**src/rtl/bk_port_pkg.sv**
```systemverilog
// Shared types and constants for the BK parallel-port (177714) mouse/joystick adapter.
package bk_port_pkg;

    typedef enum logic [1:0] {
        IDLE = 2'd0,
        ADD  = 2'd1,
        CMP  = 2'd2
    } mport_state_t;

    typedef struct packed {
        logic signed [8:0] dx;
        logic signed [8:0] dy;
    } mport_pkt_t;

    localparam int DIR_YP = 0;
    localparam int DIR_XP = 1;
    localparam int DIR_YN = 2;
    localparam int DIR_XN = 3;
    localparam int BTN_L  = 5;
    localparam int BTN_R  = 6;

    localparam logic [15:0] PORT_ADDR = 16'o177714;

endpackage

```
**src/rtl/mport_axis.sv**
```systemverilog
// One motion axis: saturating signed accumulator, threshold compare and the +/- direction latches.
module mport_axis #(
    parameter int THR_POS = 4,
    parameter int THR_NEG = 3,
    parameter int ACC_W   = 10
) (
    input  logic              clk_sys,
    input  logic              reset_n,
    input  logic              add_stb,
    input  logic              cmp_stb,
    input  logic              clr_stb,
    input  logic signed [8:0] delta,
    output logic [1:0]        dir      // [0] = positive, [1] = negative
);

    localparam logic signed [ACC_W-1:0] TP = ACC_W'(THR_POS);
    localparam logic signed [ACC_W-1:0] TN = ACC_W'(-THR_NEG);

    logic signed [ACC_W-1:0] acc;
    logic signed [ACC_W:0]   sum;
    logic signed [ACC_W-1:0] acc_add;

    // One guard bit; a mismatch between the top two bits means the sum left the range.
    always_comb begin
        sum     = {acc[ACC_W-1], acc} + {{(ACC_W+1-9){delta[8]}}, delta};
        acc_add = sum[ACC_W-1:0];
        if (sum[ACC_W] != sum[ACC_W-1])
            acc_add = sum[ACC_W] ? {1'b1, {(ACC_W-1){1'b0}}} : {1'b0, {(ACC_W-1){1'b1}}};
    end

    always_ff @(posedge clk_sys or negedge reset_n) begin
        if (!reset_n) begin
            acc <= '0;
            dir <= '0;
        end else if (clr_stb) begin
            acc <= '0;
            dir <= '0;
        end else if (add_stb) begin
            acc <= acc_add;
        end else if (cmp_stb && dir == 2'b00) begin
            if (acc >= TP) begin
                dir[0] <= 1'b1;
                acc    <= '0;
            end else if (acc <= TN) begin
                dir[1] <= 1'b1;
                acc    <= '0;
            end
        end
    end

endmodule

```
**src/rtl/bk_mouse_port.sv**
```systemverilog
// BK port 177714 read word: PS/2 motion turned into latched direction bits, or the joystick state.
module bk_mouse_port
    import bk_port_pkg::*;
#(
    parameter int THR_POS = 4,
    parameter int THR_NEG = 3,
    parameter int ACC_W   = 10
) (
    input  logic        clk_sys,
    input  logic        reset_n,
    input  logic        mouse_data_ready,
    input  logic [8:0]  pointer_dx,
    input  logic [8:0]  pointer_dy,
    input  logic        left_btn,
    input  logic        right_btn,
    input  logic [7:0]  joystick,
    input  logic        port_sel,
    input  logic        port_write,
    input  logic        port_wtbt0,
    input  logic [15:0] port_din,
    output logic [15:0] port_data,
    output logic        mouse_mode,
    output logic        overrun
);

    mport_state_t state, state_nxt;
    mport_pkt_t   pkt, pend, pkt_in;
    logic         pend_vld, enable, btn_l_q, btn_r_q;
    logic         wr_lvl, wr_q, wr_hit, wr_d3, clr_stb;
    logic         pkt_ok, ld_new, ld_pend, store_pend;
    logic [1:0]   dir_x, dir_y;
    logic [3:0]   dir;
    logic         unused_din;

    assign unused_din = ^{port_din[15:4], port_din[2:0]};
    assign pkt_in     = '{dx: pointer_dx, dy: pointer_dy};
    assign pkt_ok     = mouse_data_ready & enable;
    assign wr_lvl     = port_write & port_wtbt0;
    assign clr_stb    = wr_hit & ~wr_d3;

    always_comb begin
        state_nxt = state;
        ld_new    = 1'b0;
        ld_pend   = 1'b0;
        case (state)
            IDLE: begin
                if (pend_vld) begin
                    ld_pend   = 1'b1;
                    state_nxt = ADD;
                end else if (pkt_ok) begin
                    ld_new    = 1'b1;
                    state_nxt = ADD;
                end
            end
            ADD:     state_nxt = CMP;
            CMP:     state_nxt = IDLE;
            default: state_nxt = IDLE;
        endcase
        // Anything not captured directly goes to the one-deep slot.
        store_pend = pkt_ok & ~ld_new;
    end

    always_ff @(posedge clk_sys or negedge reset_n) begin
        if (!reset_n) state <= IDLE;
        else          state <= state_nxt;
    end

    always_ff @(posedge clk_sys or negedge reset_n) begin
        if (!reset_n) begin
            pkt        <= '0;
            pend       <= '0;
            pend_vld   <= 1'b0;
            overrun    <= 1'b0;
            mouse_mode <= 1'b0;
            enable     <= 1'b0;
            wr_q       <= 1'b0;
            wr_hit     <= 1'b0;
            wr_d3      <= 1'b0;
            btn_l_q    <= 1'b0;
            btn_r_q    <= 1'b0;
        end else begin
            btn_l_q <= left_btn;
            btn_r_q <= right_btn;

            if (ld_pend)     pkt <= pend;
            else if (ld_new) pkt <= pkt_in;

            if (store_pend) begin
                pend     <= pkt_in;
                pend_vld <= 1'b1;
                if (pend_vld && !ld_pend) overrun <= 1'b1;
            end else if (ld_pend) begin
                pend_vld <= 1'b0;
            end

            if (mouse_data_ready)   mouse_mode <= 1'b1;
            else if (joystick != 0) mouse_mode <= 1'b0;

            // Write edge is registered, then applied one cycle later.
            wr_q   <= wr_lvl;
            wr_hit <= wr_lvl & ~wr_q;
            if (wr_lvl && !wr_q) wr_d3 <= port_din[3];
            if (wr_hit) enable <= wr_d3;
        end
    end

    mport_axis #(.THR_POS(THR_POS), .THR_NEG(THR_NEG), .ACC_W(ACC_W)) u_ax_x (
        .clk_sys (clk_sys),
        .reset_n (reset_n),
        .add_stb (state == ADD),
        .cmp_stb (state == CMP),
        .clr_stb (clr_stb),
        .delta   (pkt.dx),
        .dir     (dir_x)
    );

    mport_axis #(.THR_POS(THR_POS), .THR_NEG(THR_NEG), .ACC_W(ACC_W)) u_ax_y (
        .clk_sys (clk_sys),
        .reset_n (reset_n),
        .add_stb (state == ADD),
        .cmp_stb (state == CMP),
        .clr_stb (clr_stb),
        .delta   (pkt.dy),
        .dir     (dir_y)
    );

    always_comb begin
        dir         = '0;
        dir[DIR_YP] = dir_y[0];
        dir[DIR_YN] = dir_y[1];
        dir[DIR_XP] = dir_x[0];
        dir[DIR_XN] = dir_x[1];

        port_data = '0;
        if (port_sel) begin
            if (mouse_mode) begin
                port_data[3:0]  = dir;
                port_data[BTN_L] = btn_l_q;
                port_data[BTN_R] = btn_r_q;
            end else begin
                port_data[7:0] = joystick;
            end
        end
    end

endmodule
```
**config.mk**
```make
export PLATFORM = sky130hd
export DESIGN_NAME = bk_mouse_port
export DESIGN_NICKNAME = d
export VERILOG_FILES = /design/src/rtl/bk_port_pkg.sv /design/src/rtl/mport_axis.sv /design/src/rtl/bk_mouse_port.sv
export SDC_FILE = /design/constraint.sdc
export NUM_CORES = 1
export LEC_CHECK = 0
export ABC_AREA = 1
export BUFFER_PORTS_ARGS = -buffer_cell sky130_fd_sc_hd__clkbuf_2
export CORE_ASPECT_RATIO = 0.7
export CORE_MARGIN = 2
export CORE_UTILIZATION = 40
export DETAILED_ROUTE_END_ITERATION = 10
export PLACE_DENSITY = 0.65
export SKIP_LAST_GASP = 1
export SLEW_MARGIN = 5
export SYNTH_ARGS = -nofsm -noshare
export SYNTH_HDL_FRONTEND = slang
export SYNTH_HIERARCHICAL = 1
export SYNTH_SLANG_ARGS = --single-unit
```
**constraint.sdc**
```tcl
create_clock -name clk_sys -period 1.78 [get_ports clk_sys]
set_clock_uncertainty 0.05 [all_clocks]
set_input_delay 0.356 -clock clk_sys [delete_from_list [all_inputs] [get_ports clk_sys]]
set_output_delay 0.356 -clock clk_sys [all_outputs]
set_load 0.02 [all_outputs]
```
==> metrics.txt, run 1 <==
outcome=complete, but fails checks; failing checks=setup timing; # nets final=819; CP Class=reg -> reg; CTS tree=yes; pwr/cell area=1980 mW/mm2; leakage=3.31 nW; Yosys top cell by area=dfrtp_1; drt drc=0; CP Depth=10; die area=0.0123 mm2; worst hold stages=1; Syn Std Cell Area=0.00457 mm2; arrival time worst endpoint=2.20 ns; CORE AREA=0.0111 mm2; # diodes=0; delay of the slowest critical-path stage=0.38 ns; hpwl dp=8.08 mm; most common cell after layout, fill and taps aside=nand2_1; crit path max fanout=5; clk sinks=71; Area Growth Syn to Fin=32.1%; Die Y=93.4 um; Avg WL per Cell=12.6 um; RSZ-0062 raised after global routing=yes; clk buf depth=2; DR pass1 iterations=5; DR vias=4218; Final ANT Viol Nets=0; type of the most critical hold path=in -> reg; global routing's busiest layer=met2; sequence of cells on the critical path=ha_2, inv_2, fa_2, inv_2, nand3_2, nand4_1, nand2_4, a21boi_4, nand2_1, nand2_1; Slowest cell on crit path=dfrtp_1; worst ir drop on vdd=0.784 mV; die span in x=132 um; yosys warns=6; Worst setup EP type=flop; required time of the worst setup path=2.01 ns; PortBufs=44; EDFF count, synth=0; total wire length=11.4 mm; crit path launch type=flop; met2 usage=29.2%; Root Driver=clkbuf_16; row count=32; CTS clock-pin slew for the worst setup and hold paths=0.06 ns; Worst R2R Path Depth=10; io pins=68; Yosys reg bits=71; Slew @ Worst Pin=0.577 ns; Async S/R FF share, synth=100%; FMAX=506 MHz; post-synth top area share=38.9%; Fin. Hold Viols=0; synthesized area per cell=7.22 um2; global-route met3 utilization=4.17%; vias per std cell=4.66; crit share post-route=111%; starting density of the core=41.3%; Yosys cell types=31; H-tree Lvls=3; pin count of the biggest net entering global routing=46; register area share after synthesis=38.9%; Main synth FF type=dfrtp_1; initial drt markers=250; layout cell share with drive strength beyond 1=29.1%; top cells by area, synth=dfrtp_1, nand2_1, inv_1, ha_1, nor2_1; slack of the critical path=-0.195 ns; synthesized netlist cell count=632; clk_lat worst skew=0.34 ns; cell family with most CP delay=adder cells; min cycle time layout=1.98 ns; Finished Core Util=54.6%; WP buf/inv=2; Hold Slack=0.0753 ns; FF-to-FF setup slack=-0.20 ns; total gr overflow=0; normalized max-slew margin=61.4%; GR Layer Usage met1=28.0%; initial antenna violation count=0; GPL Wtd Cong=0.872; first-pass GRT wire length=18.8 mm; vias in the first global route=4047; Max-Cap Viols=0; CTS Buf Count=9; Setup WS pre-CTS=-0.223 ns; Setup Viol. Count Final=19; fin. max-slew vios=0; commonest non-fill, non-tap cells in the layout=nand2_1, inv_1, dfrtp_1, nor2_1, buf_4; Total GRT Usage=19.1%
==> cell usage after synthesis, types with 3 or more instances <==
master    number
xnor2_1        8
xor2_1         6
nand4_1       10
or2_2          7
buf_4         11
ha_1          20
o21bai_1       3
a21oi_1       22
nand3_2        4
nor3_1         5
nor2_2         8
nor2_1        63
buf_6          4
nand2_4        4
dfrtp_1       71
o21ai_0       26
nand2_2       12
inv_1         76
nand2_1      223
nand3_1       31
inv_2          4
==> sequential cells by signal (all words and copies together) (netlist names), 2 cells and up <==
register and count:
state 2, u_ax_y/dir 2, u_ax_x/acc 10, pend 18, u_ax_x/dir 2, u_ax_y/acc 10, pkt 18
==> metrics by stage <==
stage                     cells  TNS [ns]  power (mW)  cell area (um2)
after floorplan             639         0        7.08             4610
after CTS                   901     -2.38        11.6             5900
after global routing        905     -4.94        13.0             6030
after detailed placement    876     -3.50        9.01             5330
final                       905     -3.05        11.9             6030
after global placement      876     -2.65        8.83             5330
==> layout make-up <==
cell class | instances | area (um2)
Fill cell | 1057 | 5020
Multi-Input combinational cell | 474 | 2710
Sequential cell | 71 | 1780
Timing Repair Buffer | 110 | 743
Inverter | 81 | 310
Clock buffer | 10 | 239
Tap cell | 153 | 191
Clock inverter | 6 | 60.1
==> worst register-to-register path: cells and delay by family, from the launching register on <==
kind,cells,cell delay (ns)
flops,1,0.38
buf+inv,2,0.12
simple gates,5,0.55
compound gates,1,0.25
fa+ha+maj,2,0.56
==> logic make-up after synthesis <==
| family | count (synthesis) | share of synthesized area (%) |
|---|---|---|
| other cells | 1 | 0.0821 |
| buf+inv | 98 | 9.87 |
| flops | 71 | 38.9 |
| simple gates | 368 | 34.6 |
| fa+ha+maj | 22 | 6.36 |
| xor+xnor | 14 | 2.69 |
| compound gates | 58 | 7.45 |
==> report_power, final <==
part / internal (mW) / switching (mW)
Sequential: 2.30 / 0.652
Combinational: 3.20 / 4.01
Clock: 1.11 / 0.676
Total: 6.61 / 5.34
==> metal layers <==
layer / share of wire (%) / up-vias
li1: - / 2193
met1: 53 / 1924
met2: 43 / 93
met3: 3.8 / 8
met4: 0.74 / 0
met5: 0 / -
==> repair_timing <==
item,in CTS,in global routing
pin swaps,12,8
setup endpoints to repair,24,22
resized for setup,28,19
endpoints found under the hold margin,26,0
hold buffers,1,0
gates cloned,4,0
setup buffers,4,4
==> final timing paths <==
path / startpoint / to
min: left_btn / btn_l_q$_DFF_PN0_
max reg2reg: pkt[9]$_DFFE_PN0P_ / u_ax_x/acc[6]$_DFFE_PN0P_
min reg2reg: pend[8]$_DFFE_PN0P_ / pend[8]$_DFFE_PN0P_
min in group asynchronous: reset_n / pend[15]$_DFFE_PN0P_
max: pkt[9]$_DFFE_PN0P_ / u_ax_x/acc[6]$_DFFE_PN0P_
max in group asynchronous: reset_n / mouse_mode$_DFFE_PN0P_
Note: power is estimated with default switching activity, not from simulation.
==> run 2, diff against run 1 <==
--- a/config.mk
+++ b/config.mk
@@ -6,10 +6,11 @@
 export NUM_CORES = 1
 export LEC_CHECK = 0
 export ABC_AREA = 1
-export BUFFER_PORTS_ARGS = -buffer_cell sky130_fd_sc_hd__clkbuf_2
+export BUFFER_PORTS_ARGS = -buffer_cell sky130_fd_sc_hd__buf_4
 export CORE_ASPECT_RATIO = 0.7
 export CORE_MARGIN = 2
 export CORE_UTILIZATION = 40
+export CTS_BUF_LIST = sky130_fd_sc_hd__clkbuf_4
 export DETAILED_ROUTE_END_ITERATION = 10
 export PLACE_DENSITY = 0.65
 export SKIP_LAST_GASP = 1
==> metrics.txt, run 2 (synthesis results as in run 1) <==
crit path max fanout=6 (+1); Die Y=93.4 um (unchanged); DR pass1 iterations=5 (unchanged); Worst setup EP type=flop; commonest non-fill, non-tap cells in the layout=nand2_1, buf_4, inv_1, dfrtp_1, nor2_1; required time of the worst setup path=2.07 ns (+0.06 ns); pwr/cell area=1920 mW/mm2 (-3.2%); # nets final=821 (+0.24%); initial drt markers=271 (+8.4%); Area Growth Syn to Fin=35.5%; most common cell after layout, fill and taps aside=nand2_1; Final ANT Viol Nets=0 (unchanged); crit path launch type=flop; drt drc=0 (unchanged); CTS Buf Count=9 (unchanged); switching share of power=48.1% (+3.4 points); clk_lat worst skew=0.44 ns (+0.10 ns); Fin. Hold Viols=0 (unchanged); largest registers=pend (18), pkt (18); vias in the first global route=4194 (+3.6%); crit share post-route=113% (+1.8 points); fin. max-slew vios=0 (unchanged); H-tree Lvls=3 (unchanged); vias per std cell=4.85 (+4.1%); CP Class=reg -> reg; CTS clock-pin slew for the worst setup and hold paths=0.11 ns (+0.05 ns); first-pass GRT wire length=20.3 mm (+7.8%); failing checks=setup timing; CTS tree=yes; DR vias=4400 (+4.3%); Int Pwr=6.16 mW (-6.8%); total gr overflow=0 (unchanged); hpwl dp=8.27 mm (+2.4%); Max-Cap Viols=0 (unchanged); layout cell share with drive strength beyond 1=31.7% (+2.6 points); PortBufs=44 (unchanged); worst ir drop on vdd=0.757 mV (-3.4%); io pins=68 (unchanged); share of power burned in the clock network=9.9% (-5.1 points); die area=0.0123 mm2 (unchanged); outcome=complete, but fails checks; Setup WS pre-CTS=-0.268 ns (-0.0448 ns); row count=32 (unchanged); slack of the critical path=-0.227 ns (-0.0319 ns); RSZ-0062 raised after global routing=yes; Total GRT Usage=20.8% (+1.7 points); die span in x=132 um (unchanged); arrival time worst endpoint=2.29 ns (+0.09 ns); clk sinks=71 (unchanged); sequence of cells on the critical path=ha_2, inv_2, fa_2, inv_2, nand3_4, nand3_2, nand2_2, nand2_4, inv_4, nand2_4, nand3_1, nand2_1, nand2_1; leakage=3.30 nW (-0.10%); pin count of the biggest net entering global routing=38 (-17%); Logic pwr share=65.1% (+4.8 points); clk buf depth=2 (unchanged); Root Driver=clkbuf_4; Slew @ Worst Pin=0.561 ns (-0.0157 ns); Power Total=11.9 mW (-0.73%); FMAX=498 MHz (-1.6%); min cycle time layout=2.01 ns (+0.0319 ns); Reg power frac=24.9% (+0.2 points); Psw=5.71 mW (+6.8%); GPL Wtd Cong=0.872 (about the same); delay of the slowest critical-path stage=0.39 ns (about the same); Setup Viol. Count Final=23 (+4); normalized max-slew margin=62.5% (+1.0 points); total wire length=12.5 mm (+9.9%); starting density of the core=41.3% (unchanged); initial antenna violation count=0 (unchanged); type of the most critical hold path=in -> reg; # diodes=0 (unchanged); CORE AREA=0.0111 mm2 (unchanged); Slowest cell on crit path=fa_2; Avg WL per Cell=13.8 um (+9.6%)
==> run 2: cell types whose count changed in the layout (fill, tap and decap cells not counted), sizes merged, moves of 2 or more <==
| cell | change |
|---|---|
| dlygate4sd3 | +2 |
| buf | +39 |
| inv | +2 |
| nand2 | +2 |
| clkbuf | -42 |
==> run 2: through the flow <==
stage	instances	hold WS [ns]	util, %	cell area (um2)	setup TNS (ns)
3_5_place_dp	872	0.243	48.8	5400	-4.22
3_3_place_gp	872	0.237	48.8	5400	-3.41
4_1_cts	904	0.0461	54.0	5960	-2.94
2_1_floorplan	639	0.0104	-	4610	0
6_report	907	0.0699	56.0	6180	-3.73
5_1_grt	907	0.0433	56.0	6180	-6.22
==> run 2: final timing paths <==
kind                       slack [ns]          startpoint  cells after the start                         to
setup / recovery                -0.23  pkt[0]$_DFFE_PN0P_                     13  u_ax_y/acc[1]$_DFFE_PN0P_
hold / removal                   0.07         port_din[3]                      3          wr_d3$_DFFE_PN0P_
setup reg to reg                -0.23  pkt[0]$_DFFE_PN0P_                     13  u_ax_y/acc[1]$_DFFE_PN0P_
hold reg to reg                  0.44   wr_d3$_DFFE_PN0P_                      2          wr_d3$_DFFE_PN0P_
max in group asynchronous        0.84             reset_n                      3         pkt[6]$_DFFE_PN0P_
min in group asynchronous        0.28             reset_n                      2       pend[15]$_DFFE_PN0P_
==> run 2: what timing repair did <==
item,CTS,global route
endpoints found under the setup margin,25,28
buffers inserted,7,2
pin swaps,27,16
gates resized for setup,44,47
hold endpoints to repair,26,0
cloned,6,1
hold buffers,3,0
==> run 2: layout make-up <==
| type | instances | area (um2) |
|---|---|---|
| fill | 1030 | 4870 |
| clock inverter | 6 | 83.8 |
| timing repair buffer | 109 | 857 |
| tap | 153 | 191 |
| inverter | 81 | 314 |
| sequential | 71 | 1780 |
| multi-input combinational | 476 | 2870 |
| clock buffer | 10 | 75.1 |
| timing repair inverter | 1 | 6.26 |
==> run 2: per-layer routing <==
metal,global-route usage [%],wire length [um]
met5,0,0
met4,5.07,159
met3,5.53,746
met2,31.7,5480
met1,29.5,6120
==> run 2: worst max-delay path: cells and delay by family (launching register included) <==
family / cells / cell delay (ns)
fa+ha+maj: 2 / 0.58
simple gates: 8 / 0.69
flops: 1 / 0.38
buf+inv: 3 / 0.21
==> run 2: power groups by stage <==
stage / clock network [mW] / logic [mW] / registers, mW
finish: 1.18 / 7.73 / 2.96
CTS: 1.21 / 7.03 / 2.92
floorplan: 0 / 4.40 / 2.68
global placement: 0 / 6.02 / 2.78
global route: 1.28 / 8.53 / 3.03
detailed placement: 0 / 6.18 / 2.81
